## config.mk

```make
export PLATFORM = sky130hd
export DESIGN_NAME = cpu_boot_ctrl
export DESIGN_NICKNAME = d
export VERILOG_FILES = /design/src/rtl/cpu_boot_ctrl.sv
export SDC_FILE = /design/constraint.sdc
export NUM_CORES = 1
export LEC_CHECK = 0
export CAP_MARGIN = 30
export CORE_MARGIN = 2
export CORE_UTILIZATION = 45
export CTS_CLUSTER_DIAMETER = 60
export DETAILED_ROUTE_END_ITERATION = 7
export PLACE_DENSITY = 0.79
export SYNTH_ARGS = -nofsm -noshare
export SYNTH_HDL_FRONTEND = slang
export SYNTH_SLANG_ARGS = --single-unit
export TNS_END_PERCENT = 50
```

## constraint.sdc

```tcl
create_clock -name clk -period 2.14 [get_ports clk]
set_input_delay 0.428 -clock clk [delete_from_list [all_inputs] [get_ports clk]]
set_output_delay 0.428 -clock clk [all_outputs]
set_load 0.02 [all_outputs]
```

## src/rtl/cpu_boot_ctrl.sv

```systemverilog
// cpu_boot_ctrl: loads a length-prefixed byte image into instruction memory, then releases and clocks the CPU.
// Latency: a word is written the cycle after its 4th byte is accepted; RUN is entered on that same edge for the last word.
// Backpressure: rx_ready is high only in HDR0/HDR1/DATA; the CPU is paced by cpu_ce (free run or single step).
module cpu_boot_ctrl (
  input  logic        clk,
  input  logic        resetN,
  input  logic        rx_valid,
  input  logic [7:0]  rx_data,
  output logic        rx_ready,
  input  logic        load_req,
  input  logic        run_req,
  input  logic        step_mode,
  input  logic        step_btn,
  output logic        imem_we,
  output logic [8:0]  imem_addr,
  output logic [31:0] imem_wdata,
  output logic        cpu_resetN,
  output logic        cpu_ce,
  output logic        busy,
  output logic        err,
  output logic [9:0]  words_loaded
);

  typedef enum logic [2:0] {
    S_IDLE, S_HDR0, S_HDR1, S_DATA, S_RUN, S_ERR
  } state_t;

  state_t      state, next_state;
  logic [7:0]  n_lo;        // low byte of the word count from HDR0
  logic [9:0]  n_words;     // word count of the load in progress (1..512)
  logic [1:0]  byte_idx;    // byte position inside the current word
  logic [23:0] partial;     // first three bytes of the current word
  logic        step_prev;   // previous step_btn level for edge detection

  logic        accept;
  logic [15:0] hdr_n;
  logic        word_done;
  logic        last_word;
  logic        hdr_bad;
  logic        step_edge;

  assign accept    = rx_valid && rx_ready;
  assign hdr_n     = {rx_data, n_lo};
  assign hdr_bad   = (hdr_n == 16'd0) || (hdr_n > 16'd512);
  assign word_done = accept && (state == S_DATA) && (byte_idx == 2'd3);
  // words_loaded doubles as the index of the word being assembled
  assign last_word = (words_loaded == n_words - 10'd1);
  assign step_edge = step_btn && !step_prev;

  // State register
  always_ff @(posedge clk or negedge resetN) begin
    if (!resetN) state <= S_IDLE;
    else         state <= next_state;
  end

  // Next-state selection; requests are only honoured outside the load states
  always_comb begin
    next_state = state;
    case (state)
      S_IDLE: begin
        if (load_req)     next_state = S_HDR0;
        else if (run_req) next_state = S_RUN;
      end
      S_HDR0: if (accept) next_state = S_HDR1;
      S_HDR1: if (accept) next_state = hdr_bad ? S_ERR : S_DATA;
      S_DATA: if (word_done && last_word) next_state = S_RUN;
      S_RUN:  if (load_req) next_state = S_HDR0;
      S_ERR:  if (load_req) next_state = S_HDR0;
      default: next_state = S_IDLE;
    endcase
  end

  // Registered outputs derived from the state being entered, plus the load datapath
  always_ff @(posedge clk or negedge resetN) begin
    if (!resetN) begin
      rx_ready     <= 1'b0;
      busy         <= 1'b0;
      err          <= 1'b0;
      cpu_resetN   <= 1'b0;
      cpu_ce       <= 1'b0;
      imem_we      <= 1'b0;
      imem_addr    <= '0;
      imem_wdata   <= '0;
      words_loaded <= '0;
      n_lo         <= '0;
      n_words      <= '0;
      byte_idx     <= '0;
      partial      <= '0;
      step_prev    <= 1'b0;
    end else begin
      rx_ready   <= (next_state == S_HDR0) || (next_state == S_HDR1) || (next_state == S_DATA);
      busy       <= (next_state == S_HDR0) || (next_state == S_HDR1) || (next_state == S_DATA);
      err        <= (next_state == S_ERR);
      cpu_resetN <= (next_state == S_RUN);
      // the RUN entry cycle never enables the core; the edge detector is not queued
      cpu_ce     <= (state == S_RUN) && (next_state == S_RUN) && (!step_mode || step_edge);
      step_prev  <= step_btn;
      imem_we    <= word_done;

      if (state == S_HDR0 && accept) n_lo <= rx_data;

      if (state == S_HDR1 && accept && !hdr_bad) begin
        n_words      <= hdr_n[9:0];
        words_loaded <= '0;
        byte_idx     <= '0;
      end

      if (state == S_DATA && accept) begin
        byte_idx <= byte_idx + 2'd1;
        case (byte_idx)
          2'd0: partial[7:0]   <= rx_data;
          2'd1: partial[15:8]  <= rx_data;
          2'd2: partial[23:16] <= rx_data;
          default: begin
            imem_addr    <= words_loaded[8:0];
            imem_wdata   <= {rx_data, partial};
            words_loaded <= words_loaded + 10'd1;
          end
        endcase
      end
    end
  end

endmodule
```

After elaboration in Yosys (flattened, before gate mapping)
Index checks and enable logic that the tools add are counted.

Register bits after elaboration: 104. Input port bits: 15. Output and inout bits: 57. Word-level logic and storage cells: 75.

Add/subtract/negate cells: 3. Magnitude comparators: 1. Equal/unequal tests: 14. Multiplexer cells: 13. Bitwise operators: 1. Reductions and logical operators: 27.

Operators with widths (number): two-way mux 10 bit (3); two-way mux 3 bit (7); > comparator 16 x 10 -> 1 bit (second input constant) (1); zero test 16 bit (1); one-hot mux 3 bit (5 select lines) (1); equality test 3 x 2 -> 1 bit (second input constant) (4); equality test 3 bit (second input constant) (4); adder 10 x 1 -> 10 bit (second input constant) (1); equality test 10 bit (1); logical AND 1 bit (10); subtractor 10 x 1 -> 10 bit (second input constant) (1); AND reduction 2 bit (4); equality test 3 x 1 -> 1 bit (second input constant) (2); equality test 2 bit (second input constant) (2); logical OR 1 bit (4); two-way mux 2 bit (2); zero test 1 bit (3); zero test 3 bit (1); OR reduction 3 bit (1); adder 2 x 1 -> 2 bit (second input constant) (1); equality test 2 x 1 -> 1 bit (second input constant) (1); zero test 2 bit (1); nonzero test 2 bit (1); OR reduction 2 bit (1); NOT 1 bit (1).

Depth between registers and ports, before layout
Word-level depth: 9. Mapped depth: 9. Gate-level depth less buffers: 8.

Worst setup path before layout
No wires, ideal clock.

Path kind: register -> register. From: reg n_words[0]. To: reg state[0]. Setup time: 0.124 ns. Arrival: 2.041 ns. Data required time: 2.016 ns. Path slack: -0.025 ns. Cell stages (with the launch flop): 10. Clock period less this slack: 2.165 ns. Path through: dfrtp_1 inv_1 ha_1 clkbuf_2 nor3b_1 xnor2_1 or4_1 nor4_4 a311oi_1 or2_1.

Longest elaborated chain between the ends: 5.

RTL lines: start: declaration (RTL line 30) `logic [9:0] n_words;`; start signal: assignment (RTL line 103) `n_words <= hdr_n[9:0];`; subtractor 10 x 1 -> 10 bit (RTL line 47) `assign last_word = (words_loaded == n_words - 10'd1);`; equality test 10 bit (RTL line 47); logical AND 1 bit (RTL line 66) `S_DATA: if (word_done && last_word) next_state = S_RUN;`; two-way mux 3 bit (RTL line 66); one-hot mux 3 bit (5 select lines) (RTL line 59) `case (state)`; net next_state[0] (RTL line 28) `state_t state, next_state;`; end signal: assignment (RTL line 53) `else state <= next_state;`; end: declaration (RTL line 28).

The timed path passes the listed nets, and every way through them passes these cells. A chain may end at the register's enable or synchronous reset.

Worst setup path after layout
From: reg n_words[1]. To: reg state[0].

Same word-level chain as after synthesis.

==> results_dict.tcl <==
set metrics [dict create \
    cts_buffers 9 \
    power_leakage_nw 2.83 \
    synth_top_area_share_pct 57.8 \
    firstDrtPassIters 4 \
    overflow 0 \
    end_kind "flip-flop" \
    r2r_cells 8 \
    seq_area_frac_synth_pct 57.8 \
    path_clk_slew_ps 100 \
    synthTopCellsByCount "142 x nand2_1, 104 x dfrtp_1, 32 x mux2_2" \
    ys_types 52 \
    fp.dieArea_um2 10800 \
    routed_via_density 5.11 \
    rows 36 \
    ys_async_sr_fraction_pct 100 \
    vdd_drop_max_mv 0.625 \
    tightest_slew_ps 659 \
    hold_ws_ps 60.5 \
    yosysMostFrequentCell "nand2_1" \
    slew_headroom_pct 55.4 \
    crit_arrival_ps 2430 \
    antenna_found_initial 0 \
    io_buffers 71 \
    worst_slack_ps -34.0 \
    first_iter_violations 125 \
    hpwl_um 7410 \
    drc 0 \
    nets 556 \
    critical_path_cell_count 8 \
    synth_edf_count 0 \
    yosysTopAreaCell "dfrtp_1" \
    violations "negative setup slack" \
    synth_flop_cell "dfrtp_1" \
    routabilityCongestion 0.782 \
    synthToLayoutAreaGrowth_pct 31.7 \
    status "finished with violations" \
    path_buf_inv 1 \
    stdcell_area_um2 5930 \
    grt_usage_pct 19.9 \
    period_minus_slack_ps 2170 \
    wire_per_inst_um 15.4 \
    drive_gt1_share_pct 20.0 \
    cts_setup_buffers 0 \
    crit_fanout 3 \
    slowest_stage "or4_4" \
    fin_crit_sh_pct 102 \
    yosys-top-cells-area "dfrtp_1 58%, nand2_1 12%, mux2_2 8.0%" \
    multi_input_area_um2 1830 \
    netlist_instances 426 \
    htreeDepth 3 \
    drt_wl_total_um 10400 \
    worstSkewPairLatency_ps 360 \
    die_h_um 104 \
    slowest_delay_ps 500 \
    grt_pass1_vias 3464 \
    start_util_pct 46.3 \
    seqCellArea_um2 2600 \
    start_kind "flip-flop" \
    synthesis.nets 447 \
    cts_tree "done" \
    clockBufferDepth 2 \
    required_ps 2400 \
    fin_worst_skew_ps 9.15 \
    n_fill_cell 812 \
    ant_nets 0 \
    max_freq_mhz 460 \
    cp_cell_sequence "inv_2, ha_4, xor2_1, nand2_1, or4_4, nor4_4, a311oi_2, or2_1" \
    setup_viol 2 \
    synth.ff_latch_count 104 \
    syn_area_per_cell_um2 10.6 \
    drv_slew 0 \
    max_cap_violations 0 \
    via_count 3442 \
    tns_ps -38.2 \
    num_io_pins 72 \
    die_x_um 104 \
    antennaDiodeCount 0 \
    syn-cell-area_um2 4500 \
    cts.sinks 104 \
    grt_max_degree 47 \
    cts-hold-fix-buffers 0 \
    finalHoldViolations 0 \
    crit_path_start "n_words[1]" \
    crit_type "reg -> reg" \
    regToRegStartpoint "n_words[1]" \
    synth_warnings 0 \
    fp.coreArea_um2 9730 \
    cts-root-buf "clkbuf_8" \
    pwr_density_cell_nw_per_um2 1070 \
    rsz0062_at_grt "yes" \
    hold_path_class "in -> async" \
    grt_pass1_wl_um 17400 \
    place_area_um2 5700 \
    crit_family "simple AND/OR/NAND/NOR gates" \
]
## power breakdown
group          switching, mW  internal [mW]  leakage (nW)
Sequential             0.402           2.56          1.36
Combinational           1.08           1.08          1.38
Clock                  0.677          0.548        0.0904
## kinds of logic after synthesis
logic type / after synthesis / synth area share, %
simple gates: 199 / 20.4
flops: 104 / 57.8
compound gates: 37 / 5.25
mux: 35 / 8.76
buf+inv: 25 / 2.25
xor+xnor: 20 / 3.89
fa+ha+maj: 6 / 1.67
## placed cells by master (no fill, tap or decap), drive strengths merged, types with 2 or more instances in the layout
| master | instances |
|---|---|
| o21ai | 15 |
| and3 | 2 |
| a31oi | 2 |
| nand2 | 142 |
| nor4 | 6 |
| dfrtp | 104 |
| or4 | 2 |
| mux2 | 35 |
| o31ai | 2 |
| clkinvlp | 3 |
| nor2 | 17 |
| inv | 10 |
| xnor2 | 9 |
| clkbuf | 10 |
| nor2b | 2 |
| nand4 | 4 |
| nand3 | 7 |
| a21oi | 4 |
| nor3 | 4 |
| or3 | 3 |
| ha | 6 |
| clkdlybuf4s50 | 70 |
| nand3b | 3 |
| buf | 44 |
| xor2 | 11 |
| a211oi | 4 |
| and4 | 2 |
| a31o | 2 |
## worst register-to-register path, stage by stage, from the launching register on
cell and delay, ps:
dfrtp_1 400, inv_2 70, ha_4 260, xor2_1 130, nand2_1 90, or4_4 500, nor4_4 230, a311oi_2 160
or2_1 240
## sequential cells by signal (all words and copies together), names as in the netlist
signal        count
busy              1
byte_idx          2
cpu_ce            1
cpu_resetN        1
err               1
imem_addr         9
imem_wdata       32
imem_we           1
n_lo              8
n_words          10
partial          24
state             3
step_prev         1
words_loaded     10
## timing repair
action                     in CTS  in global routing
setup endpoints to repair       3                  5
gates resized for setup         2                  5
pin swaps                       0                  1
## cell type report
cell class                 count  share of cell area (%)
sequential                   104                    43.9
multi-input combinational    297                    30.9
timing repair buffer         114                    18.5
tap                          133                    2.81
clock buffer                  10                    2.15
clock inverter                 6                    1.16
inverter                       9                   0.570
## final timing paths
| check | to | slack (ps) |
|---|---|---|
| min | imem_wdata[20] | 60 |
| max in group asynchronous | imem_wdata[5] | 1460 |
| min reg2reg | imem_wdata[10] | 480 |
| min in group clk | imem_wdata[10] | 480 |
| max | state[0] | -30 |
| max reg2reg | state[0] | -30 |
## per-layer routing
layer,track usage [%],up-vias,wire length [um],share of wire (%)
li1,-,1634,-,-
met1,25.6,1728,4670,45
met2,33.9,68,5160,50
met3,4.51,12,404,3.9
met4,5.69,0,129,1.2
met5,0,-,0,0
## metrics by stage
stage | util, % | cells | power (mW) | setup WS (ps)
2_1_floorplan | - | 426 | 4.07 | -17.6
3_3_place_gp | 58.6 | 657 | 5.00 | -269
3_5_place_dp | 58.6 | 657 | 5.12 | -339
4_1_cts | 60.7 | 673 | 6.35 | -29.9
5_1_grt | 60.9 | 673 | 6.70 | -129
6_report | 60.9 | 673 | 6.34 | -34.0
No activity file was read; power rests on OpenSTA's default activity.
